`src/rtl/cook_timer_ctrl.sv`:
```
// Microwave cook-time controller: BCD MM:SS keypad entry, per-second countdown,
// start/pause/cancel sequencing and door interlock.
module cook_timer_ctrl #(
    parameter int TICK_DIV = 50_000_000
) (
    input  logic       clk,
    input  logic       rst,
    input  logic       digit_valid,
    input  logic [3:0] digit,
    input  logic       start,
    input  logic       stop,
    input  logic       clear,
    input  logic       door_open,
    output logic [7:0] min_bcd,
    output logic [7:0] sec_bcd,
    output logic       running,
    output logic       done,
    output logic       digit_err,
    output logic [1:0] state
);

    localparam int CW = (TICK_DIV > 2) ? $clog2(TICK_DIV) : 1;
    localparam logic [CW-1:0] TICK_LAST = CW'(TICK_DIV - 1);

    typedef enum logic [1:0] {
        S_IDLE  = 2'b00,
        S_RUN   = 2'b01,
        S_PAUSE = 2'b10,
        S_DONE  = 2'b11
    } state_t;

    state_t        state_reg, state_next;
    logic [15:0]   time_reg, time_next;
    logic [CW-1:0] tick_reg, tick_next;
    logic          done_reg, done_next;
    logic          err_reg, err_next;

    // One-second decrement of {m1,m0,s1,s0}. A nibble borrows exactly when every
    // nibble below it is zero, so each borrow is derived directly, without a ripple chain.
    logic [15:0] time_dec;
    logic [3:0]  borrow;

    generate
        for (genvar gi = 0; gi < 4; gi++) begin : g_dec
            localparam logic [3:0] WRAP = (gi == 1) ? 4'd5 : 4'd9;
            logic [3:0] nib;
            assign nib        = time_reg[4*gi +: 4];
            assign borrow[gi] = ((time_reg << (16 - 4*gi)) == 16'd0);
            assign time_dec[4*gi +: 4] = !borrow[gi]  ? nib :
                                         (nib == 4'd0) ? WRAP : nib - 4'd1;
        end
    endgenerate

    always_ff @(posedge clk) begin
        if (rst) begin
            state_reg <= S_IDLE;
            time_reg  <= 16'd0;
            tick_reg  <= '0;
            done_reg  <= 1'b0;
            err_reg   <= 1'b0;
        end else begin
            state_reg <= state_next;
            time_reg  <= time_next;
            tick_reg  <= tick_next;
            done_reg  <= done_next;
            err_reg   <= err_next;
        end
    end

    always_comb begin
        state_next = state_reg;
        time_next  = time_reg;
        tick_next  = tick_reg;
        done_next  = 1'b0;
        err_next   = 1'b0;
        if (clear) begin
            state_next = S_IDLE;
            time_next  = 16'd0;
            tick_next  = '0;
        end else begin
            case (state_reg)
                S_IDLE: begin
                    if (stop) begin
                        state_next = S_IDLE;
                    end else if (start) begin
                        // The door only blocks the start itself; the key press is still consumed.
                        if (!door_open) begin
                            state_next = S_RUN;
                            tick_next  = '0;
                            if (time_reg == 16'd0)
                                time_next = 16'h0030;
                        end
                    end else if (digit_valid) begin
                        if (digit <= 4'd9)
                            time_next = {time_reg[11:0], digit};
                        else
                            err_next = 1'b1;
                    end
                end
                S_RUN: begin
                    if (door_open || stop) begin
                        state_next = S_PAUSE;
                    end else if (tick_reg == TICK_LAST) begin
                        tick_next = '0;
                        time_next = time_dec;
                        if (time_dec == 16'd0) begin
                            state_next = S_DONE;
                            done_next  = 1'b1;
                        end
                    end else begin
                        tick_next = tick_reg + 1'b1;
                    end
                end
                S_PAUSE: begin
                    if (stop) begin
                        state_next = S_IDLE;
                        time_next  = 16'd0;
                        tick_next  = '0;
                    end else if (start && !door_open) begin
                        state_next = S_RUN;
                        tick_next  = '0;
                    end
                end
                S_DONE: begin
                    if (stop || start || door_open) begin
                        state_next = S_IDLE;
                        time_next  = 16'd0;
                        tick_next  = '0;
                    end
                end
                default: state_next = S_IDLE;
            endcase
        end
    end

    always_comb begin
        state     = state_reg;
        running   = (state_reg == S_RUN);
        done      = done_reg;
        digit_err = err_reg;
        min_bcd   = time_reg[15:8];
        sec_bcd   = time_reg[7:0];
    end

endmodule

```
`config.mk`:
```
export PLATFORM = sky130hd
export DESIGN_NAME = cook_timer_ctrl
export DESIGN_NICKNAME = d
export VERILOG_FILES = /design/src/rtl/cook_timer_ctrl.sv
export SDC_FILE = /design/constraint.sdc
export NUM_CORES = 1
export LEC_CHECK = 0
export BUFFER_PORTS_ARGS = -buffer_cell sky130_fd_sc_hd__buf_4
export CORE_MARGIN = 1.5
export CORE_UTILIZATION = 40
export CTS_CLUSTER_DIAMETER = 60
export DETAILED_ROUTE_END_ITERATION = 16
export PLACE_DENSITY = 0.58
export RECOVER_POWER = 100
export REMOVE_ABC_BUFFERS = 1
export SYNTH_ARGS = -nofsm -noshare
export SYNTH_HDL_FRONTEND = slang
export SYNTH_SLANG_ARGS = --single-unit
export TNS_END_PERCENT = 1
```
`constraint.sdc`:
```
create_clock -name clk -period 5.7 [get_ports clk]
set_input_delay 0.285 -clock clk [delete_from_list [all_inputs] [get_ports clk]]
set_output_delay 0.285 -clock clk [all_outputs]
set_load 0.01 [all_outputs]
```
* After elaboration in Yosys (flattened, before gate mapping)
Cells that the tools add are included.
W data, S select, Z words.
** Word-level totals
- Bits in registers :: 46
- Input port bits :: 11
- Output and inout port bits :: 21
- Word-level logic and storage cells :: 95
** Cells by class
- Add/subtract/negate cells :: 5
- Order comparisons :: 1
- Equality and inequality tests :: 20
- Muxes and demuxes :: 39
- Bitwise logic cells :: 4
- Reductions and logical operators :: 21
** Operator list (count)
- $mux W26 :: 8
- $mux W16 :: 10
- $pmux W26 S4 :: 1
- $logic_not A16 Y1 :: 5
- $pmux W16 S4 :: 1
- $mux W4 :: 7
- $add A26 B1 Y26 const B :: 1
- $eq A26 B26 Y1 const B :: 1
- $ne A3 B3 Y1 const B :: 7
- $mux W2 :: 9
- $logic_not A4 Y1 :: 4
- $sub A4 B1 Y4 const B :: 4
- $ne A2 B2 Y1 const B :: 6
- $reduce_and A6 Y1 :: 2
- $reduce_and A9 Y1 :: 1
- $pmux W2 S4 :: 1
- $ne A3 B1 Y1 const B :: 2
- $reduce_or A6 Y1 :: 1
- $reduce_or A5 Y1 :: 1
- $eq A2 B2 Y1 const B :: 2
- $le A4 B4 Y1 const B :: 1
- $not A1 Y1 :: 4
- $logic_or A1 B1 Y1 :: 3
- $eq A2 B1 Y1 const B :: 1
- other kinds (6) :: 7

* Longest topological paths before layout
- Word-level depth :: 8
- Gate-level depth with buffers :: 9
- Mapped depth without buffers :: 7

* Least setup slack after synthesis
No wires, ideal clock.
- Kind :: register -> register
- From :: reg time_reg[0]
- To :: reg time_reg[11]
- Library setup time :: 0.092 ns
- Data arrival time :: 2.131 ns
- Data required time :: 5.608 ns
- Path slack :: 3.476 ns
- Stages on the path, launching flop included :: 10
- Buffers on the path :: 2
- Clock period less this slack :: 2.224 ns
- Cell sequence :: dfxtp_1 -> inv_1 -> ha_1 -> or4b_1 -> buf_2 -> nor3_4 -> a41o_2 -> nand3_4 -> buf_6 -> o32ai_1
** On the way
- Longest elaborated chain between the ends :: 5
- Elaborated cells on any way between the ends :: 8
- Those cells by class :: eq/ne (1); mux (4); reduce/logical (3)
** Ends and longest elaborated chain
- from (decl) :: line 33 : logic [15:0] time_reg, time_next;
- from (signal assigned) :: line 63 : time_reg <= time_next;
- $logic_not A16 Y1 :: line 48 : assign borrow[gi] = ((time_reg << (16 - 4*gi)) == 16'd0);
- $mux W4 :: line 49 : assign time_dec[4*gi +: 4] = !borrow[gi] ? nib :
- $mux W16 :: line 103 : end else if (tick_reg == TICK_LAST) begin
- $mux W16 :: line 101 : if (door_open || stop) begin
- $pmux W16 S4 :: line 81 : case (state_reg)
Parallel ways exist; a longest one is shown, timed or not. The select of a mux whose other input is x is not followed.
A chain may end at the register's enable or synchronous reset.

* Worst setup path after layout
- From :: reg state_reg[1], in the netlist state[1]
- To :: reg tick_reg[16]
** On the way
- Longest elaborated chain between the ends :: 3
- Elaborated cells on any way between the ends :: 12
- Those cells by class :: eq/ne (9); mux (1); reduce/logical (2)
** Ends and longest elaborated chain
- from (decl) :: line 32 : state_t state_reg, state_next;
- from (signal assigned) :: line 62 : state_reg <= state_next;
- $eq A2 B2 Y1, or another cell as far along :: line 81
- $ne A3 B3 Y1 (no source line) / $ne A2 B2 Y1 (equally long branches)
- $reduce_and A6 Y1 (no source line)
- to (signal assigned) :: line 64 : tick_reg <= tick_next;
- to (decl) :: line 34 : logic [CW-1:0] tick_reg, tick_next;
Parallel ways exist; a longest one is shown, timed or not.

==> impl_metrics.json <==
{
  "outcome": "complete, but fails checks",
  "failed_checks": "capacitance limit",
  "largest_reg_flops": 26,
  "grt_setup_unrepaired": "no",
  "sequential_share_of_power_pct": 50.2,
  "drtIter0Drc": 145,
  "vias_in_the_first_global_route": 2725,
  "finalWirelength_um": 8120,
  "setup.worst_path.start_class": "flip-flop",
  "ff2ff_path_depth": 7,
  "design.die.area_um2": 7950,
  "worst-slew-pin-transition_ns": 1.48,
  "layout_worst_path_cycle_share_pct": 71.4,
  "setup.reg_to_reg.worst_slack_ns": 1.63,
  "dominantRegCellSynth": "sky130_fd_sc_hd__dfxtp_1",
  "synth_seq_cells": 46,
  "synth-edff-count": 0,
  "maxSlewHeadroom_pct": 0.515,
  "power_frac_clock_pct": 38.3,
  "yosys.cell_count.top_type": "sky130_fd_sc_hd__dfxtp_1",
  "final_global_route_overflow_total": 0,
  "ys_top_cells_by_area": "sky130_fd_sc_hd__dfxtp_1, sky130_fd_sc_hd__nand2_1, sky130_fd_sc_hd__a21oi_1",
  "grt_start_max_net_pins": 28,
  "pre_cts_setup_slack_ns": 2.78,
  "crit_buf_inv": 2,
  "timing.critical_path.required_ns": 5.93,
  "crit_family": "compound AO/OA/AOI/OAI gates",
  "synth_top_cell_area_share_pct": 31.0,
  "ant_nets": 0,
  "post_cts_resized": 0,
  "finish.net_count": 407,
  "seq_area_frac_synth_pct": 31.0,
  "postCtsHoldBufs": 0,
  "setup_viol": 0,
  "vdd.ir_drop.worst_v": 0.000117,
  "critical_path_cell_count": 7,
  "finalWeightedCongestion": 0.895,
  "fin_worst_skew_ns": 0.00796,
  "yosys_warnings": 0,
  "number_of_optimization_iterations_in_the_first_detailed_route_pass": 5,
  "h-tree-depth": 2,
  "slowest_delay_ns": 1.25,
  "power.static_leakage_nw": 0.996,
  "syn_area_um2": 2970,
  "fp.coreArea_um2": 7210,
  "synth.top_cells.by_count": "sky130_fd_sc_hd__dfxtp_1, sky130_fd_sc_hd__nand2_1, sky130_fd_sc_hd__nor2_1",
  "power.density_nw_per_um2": 201,
  "grt_pass1_wl_um": 13700,
  "synth_async_sr_flop_share_pct": 0,
  "maxCapViolCount": 1,
  "die_width_um": 89.2,
  "cts.clk_slew.worst_paths_ns": 0.09,
  "timing.hold.worst.class": "input pin to flip-flop",
  "grt_antenna_before_repair": 0,
  "reg2reg_to": "tick_reg[16]$_SDFFE_PP0P_",
  "post-route-drc-count": 0,
  "post_route_cells_drive_above_1_share_pct": 8.65,
  "crit_end": "tick_reg[16]$_SDFFE_PP0P_",
  "fp-row-count": 31,
  "power_report.internal_total_mw": 0.480,
  "critPathLaunch": "state[1]$_SDFFE_PP0P_",
  "tns_ns": 0,
  "post-cts-setup-buffers": 0,
  "syn_avg_cell_area_um2": 7.90,
  "die_height_um": 89.2,
  "routed_via_density": 6.07,
  "clock_latency_ns": 0.31,
  "place.detailed.hpwl_um": 5640,
  "route.vias.total": 2984,
  "reg2reg_from": "state[1]$_SDFFE_PP0P_",
  "finalHoldViolCount": 0,
  "clk_path_buf_depth": 2,
  "crit_chain": "nand2b_1 > inv_1 > o21ai_0 > and2_0 > o21ai_0 > clkbuf_1 > a31oi_1",
  "area.growth.synth_to_final_pct": 9.10,
  "timing.final.crit_period_ns": 4.07,
  "switching_share_pct": 26.1,
  "worst_path_max_delay_cell": "sky130_fd_sc_hd__o21ai_0",
  "cts_buffers": 5,
  "timing.fmax_mhz": 246,
  "comb_power_share_pct": 11.5,
  "psw_mw": 0.169,
  "fin_util_pct": 44.9,
  "yosysTopAreaCell": "sky130_fd_sc_hd__dfxtp_1",
  "wire_length_per_cell_after_detailed_routing_um": 16.5,
  "diodes": 0,
  "crit_top_cell": "sky130_fd_sc_hd__o21ai_0",
  "pin_count": 32,
  "clock-sinks": 46,
  "worst_slack_ns": 1.63,
  "clk_root_buffer_cell": "sky130_fd_sc_hd__clkbuf_8",
  "critPathArrivalTime_ns": 4.30,
  "start_util_pct": 41.2,
  "critical_path_start_end_classification": "flip-flop to flip-flop",
  "number_of_instances_in_the_synthesized_netlist": 376,
  "track_usage_pct": 21.9,
  "crit_fanout": 25,
  "yosysUniqueCellTypes": 67,
  "cts_tree": "yes",
  "io_port_bufs": 31,
  "instances_no_fill": 492,
  "final_slew_violations": 0,
  "sort_of_element_at_the_end_of_the_critical_path": "flip-flop",
  "place_inst": 484
}
==> cells by family after synthesis <==
family / synth area share [%]
compound gates: 23.1
xor+xnor: 3.83
fa+ha+maj: 1.69
buf+inv: 5.06
flops: 31.0
mux: 4.13
simple gates: 31.2
==> cell usage in the layout (no fill, tap or decap), types with 5 or more instances in the layout <==
cell type                  Yosys  layout
sky130_fd_sc_hd__a211oi_1     10      10
sky130_fd_sc_hd__a21oi_1      23      23
sky130_fd_sc_hd__and2_1        6       6
sky130_fd_sc_hd__buf_4         0      12
sky130_fd_sc_hd__clkbuf_1     19      23
sky130_fd_sc_hd__clkbuf_8      0       5
sky130_fd_sc_hd__dfxtp_1      46      46
sky130_fd_sc_hd__inv_1        11      12
sky130_fd_sc_hd__mux2i_1      10      10
sky130_fd_sc_hd__nand2_1      39      39
sky130_fd_sc_hd__nand2b_1      4       5
sky130_fd_sc_hd__nand3_1      14      15
sky130_fd_sc_hd__nand4_1      13      13
sky130_fd_sc_hd__nor2_1       30      30
sky130_fd_sc_hd__nor3_1        7       8
sky130_fd_sc_hd__nor4_1        7       7
sky130_fd_sc_hd__o21ai_0      20      22
sky130_fd_sc_hd__o31ai_1       8       8
sky130_fd_sc_hd__or3_1         7       7
sky130_fd_sc_hd__or4_1         6       6
sky130_fd_sc_hd__xnor2_1      13      13
==> metal layers <==
metal	global-route usage [%]	up-vias	part of all wire [%]
li1	-	1450	-
met1	29.8	1418	46
met2	34.5	87	47
met3	3.14	29	3.9
met5	0	-	0
met4	9.65	0	3.1
==> through the flow <==
stage               power [mW]  hold WS, ns  cell area, µm²
floorplan                0.383        0.396            2860
global placement         0.412        0.465            3240
detailed placement       0.411        0.474            3240
CTS                      0.662        0.236            3350
global route             0.682        0.249            3240
finish                   0.650        0.239            3240
==> worst min path at each step <==
stage | from | end | slack (ns) | cells after the start
6_report | start | state[0]$_SDFFE_PP0P_ | 0.24 | 2
5_1_grt | start | state[0]$_SDFFE_PP0P_ | 0.25 | 2
4_1_cts | start | state[0]$_SDFFE_PP0P_ | 0.24 | 2
3_5_place_dp | tick_reg[22]$_SDFFE_PP0P_ | tick_reg[22]$_SDFFE_PP0P_ | 0.47 | 2
3_3_place_gp | tick_reg[22]$_SDFFE_PP0P_ | tick_reg[22]$_SDFFE_PP0P_ | 0.46 | 2
2_1_floorplan | start | state[0]$_SDFFE_PP0P_ | 0.40 | 1
==> cell type report <==
class,instances,area (µm²)
Fill cell,784,3980
Multi-Input combinational cell,293,1870
Sequential cell,46,921
Timing Repair Buffer,34,173
Tap cell,99,124
Clock buffer,6,72.6
Inverter,12,45.0
Clock inverter,2,37.5
==> power groups by stage <==
stage	logic [mW]	registers [mW]	clock network, mW
finish	0.0745	0.326	0.249
global route	0.0813	0.327	0.274
CTS	0.0780	0.326	0.258
detailed placement	0.0775	0.334	0
global placement	0.0783	0.334	0
floorplan	0.0496	0.334	0
Power figures use the tool's default switching activity.
